$ cat config.mk
export PLATFORM = sky130hd
export DESIGN_NAME = fetch_stage
export DESIGN_NICKNAME = d
export VERILOG_FILES = /design/src/rtl/fetch_stage.sv
export SDC_FILE = /design/constraint.sdc
export NUM_CORES = 1
export LEC_CHECK = 0
export CAP_MARGIN = 30
export CORE_AREA = 2 2 111 134
export CTS_CLUSTER_SIZE = 20
export DETAILED_ROUTE_END_ITERATION = 10
export DIE_AREA = 0 0 113 136
export PLACE_DENSITY = 0.8
export SLEW_MARGIN = 10
export SYNTH_ARGS = -nofsm -noshare
export SYNTH_HDL_FRONTEND = slang
export SYNTH_SLANG_ARGS = --single-unit
$ cat constraint.sdc
create_clock -name clk -period 4.7 [get_ports clk]
set_input_delay 0.47 -clock clk [delete_from_list [all_inputs] [get_ports clk]]
set_output_delay 0.47 -clock clk [all_outputs]
set_load 0.02 [all_outputs]
$ cat src/rtl/fetch_stage.sv
// Instruction fetch: owns PC/next-PC, issues req/addr_ok requests, holds one slot for decode.
// Slot appears the cycle after acceptance; a held slot (no fd_advance) blocks new requests.
module fetch_stage #(
    parameter logic [31:0] RESET_PC = 32'hbfc00000
) (
    input  logic        clk,
    input  logic        reset,
    output logic        inst_req,
    output logic [31:0] inst_addr,
    input  logic        inst_addr_ok,
    input  logic        fd_advance,
    input  logic        redirect_i,
    input  logic [31:0] redirect_pc,
    input  logic        flush_i,
    input  logic [31:0] flush_pc,
    output logic        valid_o,
    output logic [31:0] pc_o,
    output logic        cancelled_o,
    output logic        exc_o,
    output logic        exc_miss_o,
    output logic [4:0]  exccode_o,
    output logic [31:0] perfcnt_req_wait
);

    localparam logic [0:0] S_REQ  = 1'b0;
    localparam logic [0:0] S_SLOT = 1'b1;

    logic [0:0]  state;
    logic [31:0] next_pc;
    logic        pend_redirect;
    logic [31:0] pend_pc;
    logic        aligned;
    logic        can_issue;
    logic        load;

    assign aligned    = (next_pc[1:0] == 2'b00);
    assign can_issue  = (state == S_REQ) || ((state == S_SLOT) && fd_advance);
    assign inst_req   = aligned && can_issue;
    assign inst_addr  = next_pc;
    // A misaligned PC never goes to memory; it becomes an AdEL slot directly.
    assign load       = (inst_req && inst_addr_ok) || (!aligned && can_issue);
    assign exc_miss_o = 1'b0;

    always_ff @(posedge clk or posedge reset) begin
        if (reset) begin
            state            <= S_REQ;
            next_pc          <= RESET_PC;
            pend_redirect    <= 1'b0;
            pend_pc          <= 32'h0;
            valid_o          <= 1'b0;
            pc_o             <= 32'h0;
            cancelled_o      <= 1'b0;
            exc_o            <= 1'b0;
            exccode_o        <= 5'h0;
            perfcnt_req_wait <= 32'h0;
        end else begin
            if (load) begin
                state       <= S_SLOT;
                valid_o     <= 1'b1;
                pc_o        <= next_pc;
                cancelled_o <= flush_i;
                exc_o       <= !aligned;
                exccode_o   <= aligned ? 5'h00 : 5'h04;
            end else if ((state == S_SLOT) && fd_advance) begin
                state       <= S_REQ;
                valid_o     <= 1'b0;
                cancelled_o <= 1'b0;
            end else if ((state == S_SLOT) && flush_i) begin
                cancelled_o <= 1'b1;
            end

            // The redirect target follows the delay slot, so it is parked until that slot is accepted.
            if (flush_i) begin
                next_pc       <= flush_pc;
                pend_redirect <= 1'b0;
            end else if (redirect_i) begin
                if (load) begin
                    next_pc       <= redirect_pc;
                    pend_redirect <= 1'b0;
                end else begin
                    pend_redirect <= 1'b1;
                    pend_pc       <= redirect_pc;
                end
            end else if (load) begin
                if (pend_redirect) begin
                    next_pc       <= pend_pc;
                    pend_redirect <= 1'b0;
                end else begin
                    next_pc <= next_pc + 32'd4;
                end
            end

            if (inst_req && !inst_addr_ok)
                perfcnt_req_wait <= perfcnt_req_wait + 32'd1;
        end
    end

endmodule

== Yosys cells after proc, flatten, opt, wreduce, memory -nomap -nowiden ==
Cells that the tools add are included.

* Memories: 0
* Bits in writable memories: 0
* Memory bits (read-only): 0
* Latch bits: 0
* Flip-flop bits (word level): 137
* Input port bits: 70
* Logic and storage cells: 45

* Equal/unequal tests: 0
* Shifts and indexed selects: 0
* Magnitude comparators: 0
* Divide/modulo/power cells: 0
* $mul: 0
* Add/subtract/negate cells: 2
* Bitwise operators: 3
* Reductions and logical operators: 16
* Multiplexer cells: 15

{| class="wikitable"
|+ Operators by type and width
! operator !! number
|-
| 2-to-1 mux 32 bit || 5
|-
| adder 32 x 1 -> 32 bit (second input constant) || 1
|-
| adder 32 x 3 -> 32 bit (second input constant) || 1
|-
| 2-to-1 mux 1 bit || 9
|-
| logical AND 1 bit || 6
|-
| nonzero test 3 bit || 2
|-
| nonzero test 2 bit || 2
|-
| 2-to-1 mux 3 bit || 1
|-
| inverter 1 bit || 3
|-
| AND reduction 3 bit || 1
|-
| logical NOT 1 bit || 2
|-
| logical NOT 2 bit || 1
|-
| logical OR 1 bit || 2
|}

== Depth between registers and ports, before layout ==
* Word-level depth: 8
* Gate-level depth with buffers: 7
* Gate-level depth less buffers: 6

== Least setup slack after synthesis ==
Ideal clock, no wire load.

* Kind: flip-flop to flip-flop
* Start point: register next_pc[2], in the netlist inst_addr[2]
* End point: register next_pc[18], in the netlist inst_addr[18]
* Data required time: 4.576 ns
* Stages on the path, launching flop included: 7
* Path buffers: 0
* Arrival: 1.961 ns
* Clock period less this slack: 2.085 ns
* Slack: 2.615 ns
* Cells stage by stage: dfrtp_1 -> ha_1 -> nand4_2 -> or2_4 -> nor3_1 -> mux2_2 -> o31a_1

* Cells in the longest elaborated chain, start to end: 5

{| class="wikitable"
|+ RTL lines
! item !! line !! RTL
|-
| start: declaration || 29 || <nowiki>logic [31:0] next_pc;</nowiki>
|-
| start signal: assignment || 74 || <nowiki>next_pc <= flush_pc;</nowiki>
|-
| start signal: assignment || 78 || <nowiki>next_pc <= redirect_pc;</nowiki>
|-
| start signal: assignment || 86 || <nowiki>next_pc <= pend_pc;</nowiki>
|-
| adder 32 x 3 -> 32 bit || 89 || <nowiki>next_pc <= next_pc + 32'd4;</nowiki>
|-
| 2-to-1 mux 32 bit || 85 || <nowiki>if (pend_redirect) begin</nowiki>
|-
| 2-to-1 mux 32 bit || 84 || <nowiki>end else if (load) begin</nowiki>
|-
| 2-to-1 mux 32 bit || 76 || <nowiki>end else if (redirect_i) begin</nowiki>
|-
| 2-to-1 mux 32 bit || 73 || <nowiki>if (flush_i) begin</nowiki>
|}

No other way between the ends. The select of a mux whose other input is x is not followed.
A chain may end at the register's enable or synchronous reset.

== Worst setup path in the final report ==
* Start point: input port redirect_i
* End point: register pend_pc[14]

* Cells in the longest elaborated chain, start to end: 1

{| class="wikitable"
|+ RTL lines
! item !! line !! RTL
|-
| start: declaration || 12 || <nowiki>input logic redirect_i,</nowiki>
|-
| AND reduction 3 bit (no source line) || -- ||
|-
| end signal: assignment || 82 || <nowiki>pend_pc <= redirect_pc;</nowiki>
|-
| end: declaration || 31 || <nowiki>logic [31:0] pend_pc;</nowiki>
|}

No other way between the ends.

==> impl_metrics.tcl <==
set metrics [dict create \
    grt_pass1_wl_um 30300 \
    antenna_found_initial 0 \
    synth_enable_flop_cells 0 \
    cp.arrival_ps 3100 \
    worstPathRequired_ps 4990 \
    core_um2 14200 \
    synth_area_um2 6920 \
    yosys.cell_types.count 66 \
    diodes 0 \
    track_usage_pct 24.9 \
    ant_nets 0 \
    cts_tree "done" \
    ctsResizeCount 0 \
    cts_setup_buffers 0 \
    vias 6158 \
    cts.htree.levels 4 \
    setup_viol 0 \
    setup_tns_ps 0 \
    start_util_pct 48.8 \
    r2r-start "inst_addr[0]" \
    finalCritPeriodShare_pct 59.7 \
    die_y_um 136 \
    end_kind "flop" \
    final_cell_area_um2 9280 \
    min_period_ps 2810 \
    area_growth_pct 34.0 \
    final_cell_mix "clkdlybuf4s50_1 (169), nand2_1 (156), dfrtp_1 (123)" \
    ir_drop_v 0.000197 \
    synthTopCellsByArea "dfrtp_1 (44%), nand2_1 (8.5%), mux2_1 (4.9%)" \
    synth_top_area_share_pct 44.5 \
    ys_seq_area_share_pct 47.9 \
    slew_viol_final 0 \
    cts_sinks 132 \
    die_w_um 113 \
    tightest_slew_ps 852 \
    layout-drive-gt1-share_pct 9.28 \
    drc_errors 12 \
    p_per_area_nw_per_um2 408 \
    cts_buffer_depth 2 \
    cts_root_buf "clkbuf_16" \
    p_leak_uw 0.00385 \
    rsz0062_at_grt "false" \
    violations "design-rule violations" \
    max_freq_mhz 356 \
    min_path_type "input port to async pin" \
    routedWlPerCell_um 18.2 \
    path_class "input port to flop" \
    placed_cell_area_um2 8620 \
    crit_fanout 32 \
    grt_max_degree 102 \
    ys_warn_count 0 \
    hold_buffers 0 \
    gp_congestion 0.853 \
    portBuffers 170 \
    grt_pass1_vias 5875 \
    yosys_most_used_dff "dfrtp_1" \
    clk_latency_ps 420 \
    globalRouteOverflowTotal 0 \
    io_pins 176 \
    cap_viol_max_count 0 \
    cts_buffers 17 \
    crit_path_start "redirect_i" \
    final_nets 943 \
    vias_per_cell 5.81 \
    drt-total-wl_um 19300 \
    avgSynthCellArea_um2 9.59 \
    layout_commonest_cell "clkdlybuf4s50_1" \
    dr.pass1.iters 8 \
    status "complete, but fails checks" \
    ys_seq_elements 132 \
    power_uw 3780 \
    num_rows 48 \
    relSlewSlack_pct 43.0 \
    start_kind "input port" \
    synth_top_cell_by_area "dfrtp_1" \
    die_area_um2 15400 \
    path_clk_slew_ps 60 \
    skew_ps 9.53 \
    finalHoldViolCount 0 \
    dp_hpwl_um 13100 \
    synthArstFlopShare_pct 100 \
    synthCells 722 \
    drt_iter0_drc 512 \
]
through the flow:
step                hold slack, ps  cells  utilization (%)  setup WS, ps
floorplan                      456    726                -           719
finish                         362   1059             65.5          1890
detailed placement             463   1024             60.8          1570
CTS                            474   1056             65.2          1980
global route                   386   1059             65.5          1820
global placement               458   1024             60.8          1620
state kept, by name, summed over array words and instances, names as in the netlist:
name / count
inst_addr: 32
state: 1
pend_pc: 32
pc_o: 32
exccode_o: 1
perfcnt_req_wait: 32
cancelled_o: 1
pend_redirect: 1
worst paths after layout:
kind                            depth (start not counted)  slack (ps)                   end
worst max-delay path                                    5        1890           pend_pc[14]
worst max register to register                          6        2040         inst_addr[30]
worst min register to register                          1         470  perfcnt_req_wait[31]
worst min-delay path                                    2         360   perfcnt_req_wait[0]
min in group clk                                        1         470  perfcnt_req_wait[31]
max in group asynchronous                               4        3220         inst_addr[23]
report_power, final:
part           internal, uW  switching [uW]
combinational           428             482
clock                   855             516
sequential             1330             175
total                  2610            1170
routing by layer:
metal  global-route usage, %  vias up  routed length (um)  share of wire [%]
met4                    9.08        0                 431                2.2
met5                       0        -                   0                  0
met3                    4.86       39                1400                7.3
met2                    40.3      296                9240                 48
li1                        -     2823                   -                  -
met1                    33.5     3000                8190                 43
logic make-up after synthesis:
family	after synthesis	share of synthesized area [%]
AO/OA/AOI/OAI	135	12.8
XOR/XNOR	49	6.20
adder cells (fa/ha/maj)	2	0.361
buffers and inverters	68	4.99
flip-flops	132	47.9
multiplexers	40	6.38
other	1	0.0542
AND/OR/NAND/NOR	295	21.4
cell usage after synthesis, types with 11 or more instances:
| master | n |
|---|---|
| nor2_1 | 14 |
| xor2_1 | 11 |
| nor3_1 | 11 |
| inv_1 | 14 |
| buf_2 | 13 |
| dfrtp_1 | 123 |
| o21ai_0 | 56 |
| clkbuf_1 | 24 |
| nand3_1 | 32 |
| nand2_1 | 156 |
| xnor2_1 | 38 |
| a21oi_1 | 22 |
| nand4_1 | 14 |
| mux2_1 | 30 |
| and3_1 | 11 |
critical path: stages:
cell             delay, ps
clkdlybuf4s50_1       1030
inv_1                  470
or3_1                  470
buf_4                  290
mux2_1                 370
final cells by class:
type	instances	area, um2
fill	1122	4900
sequential	132	3310
multi-input combinational	526	3280
timing repair buffer	180	1790
clock buffer	22	494
tap	175	219
clock inverter	10	120
inverter	14	57.6
Note: power is estimated with default switching activity, not from simulation.
